[config.mk]
export PLATFORM = sky130hd
export DESIGN_NAME = time_set_ctrl
export DESIGN_NICKNAME = d
export VERILOG_FILES = /design/src/rtl/clock_pkg.sv /design/src/rtl/btn_debounce.sv /design/src/rtl/time_set_ctrl.sv
export SDC_FILE = /design/constraint.sdc
export NUM_CORES = 1
export LEC_CHECK = 0
export ABC_AREA = 1
export CAP_MARGIN = 20
export CORE_UTILIZATION = 35
export CTS_BUF_LIST = sky130_fd_sc_hd__clkbuf_16
export CTS_CLUSTER_DIAMETER = 100
export DETAILED_ROUTE_END_ITERATION = 6
export PLACE_DENSITY = 0.64
export SYNTH_ARGS = -nofsm -noshare
export SYNTH_HDL_FRONTEND = slang
export SYNTH_SLANG_ARGS = --single-unit
[constraint.sdc]
create_clock -name CLK100MHZ -period 4.6 [get_ports CLK100MHZ]
set_input_delay 1.38 -clock CLK100MHZ [delete_from_list [all_inputs] [get_ports CLK100MHZ]]
set_output_delay 1.38 -clock CLK100MHZ [all_outputs]
set_load 0.05 [all_outputs]
[src/rtl/clock_pkg.sv]
// Shared encodings, field limits and wrap helpers for the time-setting controller.
package clock_pkg;

  localparam int unsigned FIELD_W = 8;
  localparam int unsigned HOLD_W  = 27;

  localparam logic [FIELD_W-1:0] HOURS_MAX  = 8'd23;
  localparam logic [FIELD_W-1:0] MINSEC_MAX = 8'd59;

  localparam logic [1:0] EDIT_NONE = 2'd0;
  localparam logic [1:0] EDIT_H    = 2'd1;
  localparam logic [1:0] EDIT_M    = 2'd2;
  localparam logic [1:0] EDIT_S    = 2'd3;

  typedef enum logic [2:0] {
    ST_INIT  = 3'd0,
    ST_RUN   = 3'd1,
    ST_SET_H = 3'd2,
    ST_SET_M = 3'd3,
    ST_SET_S = 3'd4,
    ST_HOLD  = 3'd5
  } state_t;

  function automatic logic [FIELD_W-1:0] inc_wrap(input logic [FIELD_W-1:0] v,
                                                 input logic [FIELD_W-1:0] max);
    return (v == max) ? 8'd0 : v + 8'd1;
  endfunction

  function automatic logic [FIELD_W-1:0] dec_wrap(input logic [FIELD_W-1:0] v,
                                                 input logic [FIELD_W-1:0] max);
    return (v == 8'd0) ? max : v - 8'd1;
  endfunction

  // Captured live time may be garbage; anything past the field limit restarts at 0.
  function automatic logic [FIELD_W-1:0] clamp_zero(input logic [FIELD_W-1:0] v,
                                                   input logic [FIELD_W-1:0] max);
    return (v > max) ? 8'd0 : v;
  endfunction

endpackage

[src/rtl/btn_debounce.sv]
// Push-button conditioner: 2-flop synchronizer, stable-high counter, one pulse per press.
module btn_debounce #(
  parameter int unsigned DEBOUNCE_CYCLES = 1_000_000
) (
  input  logic clk,
  input  logic rst_n,
  input  logic raw,
  output logic pulse
);

  localparam int unsigned CNT_W = $clog2(DEBOUNCE_CYCLES + 1);

  logic             sync1;
  logic             sync2;
  logic [CNT_W-1:0] cnt;

  // Counter saturates at DEBOUNCE_CYCLES so a held button fires only once.
  always_ff @(posedge clk or negedge rst_n) begin
    if (!rst_n) begin
      sync1 <= 1'b0;
      sync2 <= 1'b0;
      cnt   <= '0;
      pulse <= 1'b0;
    end else begin
      sync1 <= raw;
      sync2 <= sync1;
      pulse <= 1'b0;
      if (!sync2) begin
        cnt <= '0;
      end else if (cnt != CNT_W'(DEBOUNCE_CYCLES)) begin
        cnt   <= cnt + CNT_W'(1);
        pulse <= (cnt == CNT_W'(DEBOUNCE_CYCLES - 1));
      end
    end
  end

endmodule

[src/rtl/time_set_ctrl.sv]
// Set-mode controller: debounced buttons edit H/M/S and drive the counter's load strobe.
module time_set_ctrl
  import clock_pkg::*;
#(
  parameter int unsigned DEBOUNCE_CYCLES = 1_000_000,
  parameter int unsigned LOAD_HOLD       = 100_000_001
) (
  input  logic               CLK100MHZ,
  input  logic               reset,
  input  logic               btn_mode,
  input  logic               btn_up,
  input  logic               btn_down,
  input  logic [FIELD_W-1:0] cur_hours,
  input  logic [FIELD_W-1:0] cur_minutes,
  input  logic [FIELD_W-1:0] cur_seconds,
  output logic [FIELD_W-1:0] newHours,
  output logic [FIELD_W-1:0] newMinutes,
  output logic [FIELD_W-1:0] newSeconds,
  output logic               load,
  output logic               setting,
  output logic [1:0]         edit_field
);

  logic               mode_p;
  logic               up_p;
  logic               down_p;
  logic               inc;
  logic               dec;
  logic               hold_done;
  state_t             state;
  logic [FIELD_W-1:0] hours;
  logic [FIELD_W-1:0] minutes;
  logic [FIELD_W-1:0] seconds;
  logic [HOLD_W-1:0]  hold_cnt;

  btn_debounce #(.DEBOUNCE_CYCLES(DEBOUNCE_CYCLES)) u_db_mode (
    .clk(CLK100MHZ), .rst_n(reset), .raw(btn_mode), .pulse(mode_p)
  );
  btn_debounce #(.DEBOUNCE_CYCLES(DEBOUNCE_CYCLES)) u_db_up (
    .clk(CLK100MHZ), .rst_n(reset), .raw(btn_up), .pulse(up_p)
  );
  btn_debounce #(.DEBOUNCE_CYCLES(DEBOUNCE_CYCLES)) u_db_down (
    .clk(CLK100MHZ), .rst_n(reset), .raw(btn_down), .pulse(down_p)
  );

  // Opposing pulses cancel; mode priority is handled in the state machine.
  assign inc       = up_p && !down_p;
  assign dec       = down_p && !up_p;
  assign hold_done = (hold_cnt == HOLD_W'(LOAD_HOLD - 1));

  assign newHours   = hours;
  assign newMinutes = minutes;
  assign newSeconds = seconds;

  always_ff @(posedge CLK100MHZ or negedge reset) begin
    if (!reset) begin
      state      <= ST_INIT;
      hours      <= '0;
      minutes    <= '0;
      seconds    <= '0;
      load       <= 1'b1;
      setting    <= 1'b0;
      edit_field <= EDIT_NONE;
      hold_cnt   <= '0;
    end else begin
      case (state)
        // INIT and HOLD both keep load high long enough for a divided-clock capture.
        ST_INIT, ST_HOLD: begin
          load       <= 1'b1;
          setting    <= 1'b0;
          edit_field <= EDIT_NONE;
          if (hold_done) begin
            state    <= ST_RUN;
            load     <= 1'b0;
            hold_cnt <= '0;
          end else begin
            hold_cnt <= hold_cnt + HOLD_W'(1);
          end
        end
        ST_RUN: begin
          load       <= 1'b0;
          setting    <= 1'b0;
          edit_field <= EDIT_NONE;
          if (mode_p) begin
            hours      <= clamp_zero(cur_hours, HOURS_MAX);
            minutes    <= clamp_zero(cur_minutes, MINSEC_MAX);
            seconds    <= clamp_zero(cur_seconds, MINSEC_MAX);
            state      <= ST_SET_H;
            load       <= 1'b1;
            setting    <= 1'b1;
            edit_field <= EDIT_H;
          end
        end
        ST_SET_H: begin
          if (mode_p) begin
            state      <= ST_SET_M;
            edit_field <= EDIT_M;
          end else if (inc) begin
            hours <= inc_wrap(hours, HOURS_MAX);
          end else if (dec) begin
            hours <= dec_wrap(hours, HOURS_MAX);
          end
        end
        ST_SET_M: begin
          if (mode_p) begin
            state      <= ST_SET_S;
            edit_field <= EDIT_S;
          end else if (inc) begin
            minutes <= inc_wrap(minutes, MINSEC_MAX);
          end else if (dec) begin
            minutes <= dec_wrap(minutes, MINSEC_MAX);
          end
        end
        ST_SET_S: begin
          if (mode_p) begin
            state      <= ST_HOLD;
            setting    <= 1'b0;
            edit_field <= EDIT_NONE;
            hold_cnt   <= '0;
          end else if (inc) begin
            seconds <= inc_wrap(seconds, MINSEC_MAX);
          end else if (dec) begin
            seconds <= dec_wrap(seconds, MINSEC_MAX);
          end
        end
        default: begin
          state      <= ST_INIT;
          load       <= 1'b1;
          setting    <= 1'b0;
          edit_field <= EDIT_NONE;
          hold_cnt   <= '0;
        end
      endcase
    end
  end

endmodule
==> run_results.csv, run 1 <==
group,metric,value,unit
global_route,first_pass_grt_wire_length,36120,µm
synth,ys_top_cells_by_area,"sky130_fd_sc_hd__dfrtp_1, sky130_fd_sc_hd__nand2_1, sky130_fd_sc_hd__nand3_1, sky130_fd_sc_hd__nor2_1, sky130_fd_sc_hd__inv_1",
placed_design,global_placer_s_final_weighted_congestion,0.8676,
timing,timing.final.max_slew_violations,0,
timing,fin_tns_setup,0,ns
global_route,grt_max_degree,59,
synth,synth.avg_cell_area,6.719,µm²
critical_path,cp-end-kind,"output pin",
die,num_io_pins,57,
placed_design,placement.setup.worst_slack,1.807,ns
worst_hold_path,min-delay-start,"u_db_mode.sync1",
detailed_routing,detail_route.vias_per_cell,4.937,
pwr,max-vdd-ir-drop,227.5,µV
detailed_routing,postRouteAntennaNets,0,
die,height_of_the_die,155.5,µm
clocking,numCtsBuffers,17,
timing,unrepaired_setup_endpoints_after_global_routing,"no",
detailed_routing,detailroute.via_count,7948,
timing,setup_violations,0,
timing,max_slew_margin,44.43,%
finish,area_delta_synth_final,18.24,%
critical_path,crit_path_arrival_time,1.84,ns
detailed_routing,initialDrtViolationCount,616,
critical_path,ff_to_ff_setup_slack,2.23,ns
critical_path,worstPathBufferInverterCount,1,
clocking,cts-root-to-sink-buffers,2,
timing,timing.final.crit_share,70.07,%
clocking,clk_pin_slew,0.06,ns
finish,post_route_cells_drive_above_1_share,5.320,%
worst_hold_path,min_to,"u_db_mode.sync2",
worst_hold_path,hold_depth,0,
detailed_routing,drt-wirelength-per-cell,13.05,µm
critical_path,cp_max_fo,10,
job,maxCapViolCount,0,
timing,final_hold_viol_count,0,
worst_hold_path,holdCritPathClass,"flop to flop",
synth,synth_largest_type_area_fraction,38.22,%
synth,netlist_instances,1228,
clocking,post_cts_hold_buffer_count,0,
critical_path,worstReg2RegStart,"u_db_down.pulse",
global_route,antenna_found_initial,0,
detailed_routing,post-route-drc-count,2,
clocking,tritoncts,"built",
detailed_routing,drt-pass1-iter-count,7,
critical_path,critPathKind,"flop to output pin",
die,core_area,22850,µm²
synth,postSynthNetCount,1272,
timing,clock_skew,0.01237,ns
timing,fin_hold_ws,0.3469,ns
placed_design,place.detailed.hpwl,15250,µm
finish,finish.instance_area,9756,µm²
critical_path,worst_reg2reg_path_length_in_cells,8,
synth,synth.ff_latch_count,127,
clocking,post_cts_buffers,0,
global_route,overall_global_routing_resource_usage,18.41,%
die,floorplan.initialDensity,36.11,%
synth,post_synth_instance_area,8250,µm²
detailed_routing,drt_wl_total,21010,µm
placed_design,place_area,9129,µm²
critical_path,cpMaxStageDelayCell,"sky130_fd_sc_hd__clkdlybuf4s50_1",
die,fp.dieW,155.5,µm
clocking,cts.root.buffer_cell,"sky130_fd_sc_hd__clkbuf_16",
clocking,cts.sink_count,127,
clocking,resized_cells_post_cts,0,
critical_path,cell_breakdown_of_the_critical_path,"clkdlybuf4s50_1",
global_route,grt_pass1_vias,7649,
die,total_die_area,24190,µm²
pwr,leakage_power,4.484,nW
timing,max_slew.worst_pin.slew,0.8336,ns
status,run_status,"complete, but fails checks",
timing,postLayoutSetupSlackWorst,1.377,ns
finish,num-fill-cells,2371,
clocking,insertion_delay,0.43,ns
timing,period_minus_slack,3.223,ns
clocking,ctsHtreeMaxLevel,4,
pwr,power_density,275.1,nW/µm²
synth,synth_seq_area_share,38.54,%
critical_path,worstPathRequired,3.22,ns
critical_path,critical-path-max-stage-delay,0.88,ns
synth,yosysUniqueCellTypes,37,
status,failed_checks,"design-rule violations",
die,rows,55,
critical_path,cpLargestDelayFamily,"buffers and inverters",
global_route,grt_overflow_total,0,
finish,finish.net_count,1328,
critical_path,critical_path.startpoint_type,"flop",
critical_path,reg2reg_to,"newSeconds[3]",
finish,n_antenna_cell,0,
synth,synth_top_cell_by_area,"sky130_fd_sc_hd__dfrtp_1",
placed_design,port-buffer-count,56,
timing,max_freq,310.2,MHz
synth,synthesis.yosys.warnings,0,
[metrics by stage]
stage / cells / utilization (%) / power, W
final: 1610 / 42.70 / 0.002683
after global routing: 1610 / 42.70 / 0.002777
after floorplan: 1228 / - / 0.001189
after global placement: 1578 / 39.96 / 0.001249
after CTS: 1610 / 42.70 / 0.002711
after detailed placement: 1578 / 39.96 / 0.001251
[power breakdown]
group	internal (W)	total [W]	leakage, nW	switching, W
clock	0.000872	0.00146	0.298	0.000583
combinational	0.0000384	0.0000888	2.54	0.0000504
sequential	0.00113	0.00114	1.65	0.0000135
[how the worst max path moves through the flow]
stage                   start            end  slack (ns)  cells after the start
5_1_grt         newMinutes[2]  newMinutes[2]        1.31                      1
3_3_place_gp    newMinutes[2]  newMinutes[2]        1.82                      1
3_5_place_dp    newMinutes[2]  newMinutes[2]        1.81                      1
2_1_floorplan  cur_minutes[6]  newMinutes[1]        2.51                      7
4_1_cts         newMinutes[2]  newMinutes[2]        1.34                      1
6_report        newMinutes[3]  newMinutes[3]        1.38                      1
[layout by cell type, fill, tap and decap left out, types with 5 or more instances in the layout]
| cell | n |
|---|---|
| sky130_fd_sc_hd__nor2_1 | 177 |
| sky130_fd_sc_hd__dfrtp_1 | 126 |
| sky130_fd_sc_hd__nor3_1 | 30 |
| sky130_fd_sc_hd__a21oi_1 | 57 |
| sky130_fd_sc_hd__inv_1 | 140 |
| sky130_fd_sc_hd__o22ai_1 | 8 |
| sky130_fd_sc_hd__xor2_1 | 28 |
| sky130_fd_sc_hd__nand3_1 | 138 |
| sky130_fd_sc_hd__inv_2 | 8 |
| sky130_fd_sc_hd__nand4_1 | 35 |
| sky130_fd_sc_hd__clkbuf_16 | 17 |
| sky130_fd_sc_hd__clkdlybuf4s50_1 | 55 |
| sky130_fd_sc_hd__ha_1 | 15 |
| sky130_fd_sc_hd__o21ai_1 | 5 |
| sky130_fd_sc_hd__o21ai_0 | 49 |
| sky130_fd_sc_hd__nor2_2 | 6 |
| sky130_fd_sc_hd__nand2_1 | 351 |
[registers in the layout, summed over array words and instances, names as in the netlist]
signal and count:
u_db_mode.sync1 1, u_db_up.pulse 1, load 1, u_db_down.sync1 1
u_db_down.pulse 1, u_db_up.cnt 20, u_db_mode.cnt 20, newMinutes 8
state 3, u_db_down.cnt 20, setting 1, u_db_up.sync1 1
hold_cnt 27, newSeconds 8, newHours 8, edit_field 2
u_db_mode.pulse 1, u_db_mode.sync2 1, u_db_down.sync2 1, u_db_up.sync2 1
[area by class of cell]
type | count | area (µm²) | area share, %
sequential | 127 | 3179 | 32.59
clock inverter | 15 | 201.4 | 2.065
inverter | 148 | 555.5 | 5.694
tap | 313 | 391.6 | 4.014
timing repair buffer | 58 | 589.3 | 6.041
multi-input combinational | 932 | 4413 | 45.24
clock buffer | 17 | 425.4 | 4.361
[cells in the mapped netlist, drive strengths merged]
library cell and number:
and2 1, dfstp 1, o21a 1, o22ai 8, inv 148, or2 4
buf 10, xnor2 2, nand2 356, nand4 35, nor3 32, a211oi 1
ha 15, nor2b 1, a31oi 1, nor2 186, o21bai 2, a21oi 60
and3 1, dfrtp 126, o21ai 54, clkbuf 11, nand3 140, nand3b 4
xor2 28
[kinds of logic (layout without fill, tap and decap cells)]
kind of cell               after synthesis  in the layout  synth area share (%)
xor gates and xnor gates                30             30                 3.185
DFF                                    127            127                 38.54
adders and majority gates               15             15                 2.275
buffers and inverters                  169            238                 7.977
AOI/OAI and AO/OA                      127            127                 8.098
and+or+nand+nor                        760            760                 39.93
[per-layer routing]
metal	vias to the layer above	wire, µm	GRT usage (%)
met4	0	374	5.556
met3	32	935	3.528
met2	185	9800	30.90
met5	-	0	0
li1	4075	-	-
met1	3656	9901	23.96
No activity file was read; power rests on OpenSTA's default activity.
==> run 2, diff against run 1 <==
Clock period 4.6 ns to 3.3 ns, I/O delays scaled along.
==> run 2 against run 1 <==
Net effect: the run now ends clean; cell count is essentially flat; sequential cell count is the same; clock power increased by 29%; clock-buffer cell count unchanged; sequential share of layout area increased by 0.13 points; utilization decreased by 0.17 points; sequential power rose by 39%; cell area shrank 0.40%; die area is the same; critical path type unchanged; largest cell class unchanged.
==> run_results.csv, run 2 (synthesis gave the netlist of run 1 again) <==
group,metric,value,unit
die,num_io_pins,57,
timing,unrepaired_setup_endpoints_after_global_routing,"no",
placed_design,global_placer_s_final_weighted_congestion,0.8846,
detailed_routing,postRouteAntennaNets,0,
detailed_routing,post-route-drc-count,0,
timing,fin_tns_setup,0,ns
detailed_routing,drt_wl_total,20390,µm
finish,n_antenna_cell,0,
clocking,insertion_delay,0.42,ns
critical_path,cpMaxStageDelayCell,"sky130_fd_sc_hd__clkdlybuf4s50_1",
clocking,resized_cells_post_cts,0,
die,height_of_the_die,155.5,µm
critical_path,crit_path_arrival_time,1.83,ns
job,maxCapViolCount,0,
finish,area_delta_synth_final,17.77,%
die,total_die_area,24190,µm²
detailed_routing,detail_route.vias_per_cell,4.871,
timing,timing.final.crit_share,85.60,%
finish,post_route_cells_drive_above_1_share,5.085,%
critical_path,ff_to_ff_setup_slack,1.09,ns
status,run_status,"finished clean",
global_route,grt_overflow_total,0,
die,rows,55,
clocking,numCtsBuffers,17,
global_route,grt_pass1_vias,7316,
clocking,ctsHtreeMaxLevel,4,
detailed_routing,detailroute.via_count,7847,
clocking,clk_pin_slew,0.06,ns
timing,period_minus_slack,2.825,ns
pwr,max-vdd-ir-drop,348.7,µV
critical_path,worst_reg2reg_path_length_in_cells,11,
worst_hold_path,holdCritPathClass,"flop to flop",
timing,max_slew.worst_pin.slew,0.6070,ns
clocking,tritoncts,"built",
pwr,switching_share,22.17,%
detailed_routing,drt-wirelength-per-cell,12.65,µm
finish,instances_no_fill,1611,
critical_path,cp_max_fo,10,
pwr,post-layout-total-power,0.003591,W
worst_hold_path,min-delay-start,"u_db_down.sync1",
timing,setup_violations,0,
pwr,switching_power,0.0007964,W
clocking,cts.sink_count,127,
finish,num-fill-cells,2347,
pwr,combinationalPowerShare,3.4,%
clocking,post_cts_hold_buffer_count,0,
timing,timing.final.max_slew_violations,0,
critical_path,critical-path-max-stage-delay,0.88,ns
die,floorplan.initialDensity,36.11,%
timing,max_freq,354.0,MHz
finish,utilization,42.53,%
pwr,power_density,369.6,nW/µm²
critical_path,cpLargestDelayFamily,"buffers and inverters",
global_route,antenna_found_initial,0,
pwr,leakage_power,4.489,nW
finish,top_register,"hold_cnt",
clocking,post_cts_buffers,0,
clocking,cts.root.buffer_cell,"sky130_fd_sc_hd__clkbuf_16",
placed_design,port-buffer-count,56,
finish,multi_input_area,4413,µm²
finish,largest_reg_flops,27,
timing,clock_skew,0.01113,ns
critical_path,worstReg2RegStart,"hold_cnt[0]",
critical_path,reg2reg_to,"state[0]",
critical_path,critical_path.startpoint_type,"flop",
pwr,seqPwrFrac,44.2,%
worst_hold_path,min_to,"u_db_down.sync2",
finish,ff_latch_area,3179,µm²
global_route,first_pass_grt_wire_length,34650,µm
die,core_area,22850,µm²
critical_path,worstPathBufferInverterCount,1,
detailed_routing,initialDrtViolationCount,619,
finish,finish.net_count,1329,
finish,layout.cells.most_common,"sky130_fd_sc_hd__nand2_1",
detailed_routing,drt-pass1-iter-count,6,
pwr,power.internal,0.002795,W
placed_design,place.detailed.hpwl,14960,µm
worst_hold_path,hold_depth,0,
critical_path,cp-end-kind,"output pin",
critical_path,cell_breakdown_of_the_critical_path,"clkdlybuf4s50_1",
pwr,share_clk_of_total_power,52.3,%
placed_design,dp.cells,1579,
clocking,cts-root-to-sink-buffers,2,
critical_path,critPathKind,"flop to output pin",
global_route,grt_max_degree,80,
die,fp.dieW,155.5,µm
timing,final_hold_viol_count,0,
timing,max_slew_margin,59.54,%
global_route,overall_global_routing_resource_usage,17.83,%
critical_path,worstPathRequired,2.31,ns
finish,final_cell_mix,"sky130_fd_sc_hd__nand2_1, sky130_fd_sc_hd__nor2_1, sky130_fd_sc_hd__inv_1",
## run 2: cell types whose count changed in the layout (fill, tap and decap cells not counted), sizes merged
cell	previous run	this run
inv	154	152
buf	3	4
clkinv	3	7
clkinvlp	3	1
## run 2: metrics by stage
stage,hold WS [ns],instance area (µm²),setup WS (ns)
4_1_cts,0.3493,9717,0.4463
6_report,0.3469,9717,0.4754
2_1_floorplan,0.3312,8250,1.506
3_5_place_dp,0.3362,9136,0.9041
5_1_grt,0.3623,9717,0.3826
3_3_place_gp,0.3320,9136,0.9081
## run 2: area by class of cell
type	count	share of cell area [%]
Clock buffer	17	4.378
Clock inverter	15	1.597
Inverter	148	5.717
Multi-Input combinational cell	932	45.42
Sequential cell	127	32.72
Tap cell	313	4.030
Timing Repair Buffer	59	6.142
## run 2: how the worst max path moves through the flow
stage | from | end | slack [ns] | depth (start not counted)
CTS | newMinutes[2] | newMinutes[2] | 0.45 | 1
finish | newMinutes[2] | newMinutes[2] | 0.48 | 1
global route | newMinutes[2] | newMinutes[2] | 0.38 | 1
detailed placement | newMinutes[2] | newMinutes[2] | 0.90 | 1
global placement | newMinutes[2] | newMinutes[2] | 0.91 | 1
floorplan | newMinutes[0] | newMinutes[5] | 1.51 | 10
## run 2: power by group through the flow
| stage | registers, W | clock network (W) | logic [W] |
|---|---|---|---|
| floorplan | 0.00161 | 0 | 0.0000499 |
| global placement | 0.00162 | 0 | 0.000125 |
| detailed placement | 0.00162 | 0 | 0.000127 |
| CTS | 0.00159 | 0.00192 | 0.000129 |
| global route | 0.00159 | 0.00200 | 0.000144 |
| finish | 0.00159 | 0.00188 | 0.000123 |
## run 2: layer usage
metal,vias to the layer above,global-route usage (%),routed length [µm]
li1,4083,-,-
met1,3595,23.44,9734
met2,150,29.45,9458
met3,19,3.472,892
met4,0,5.696,299
met5,-,0,0
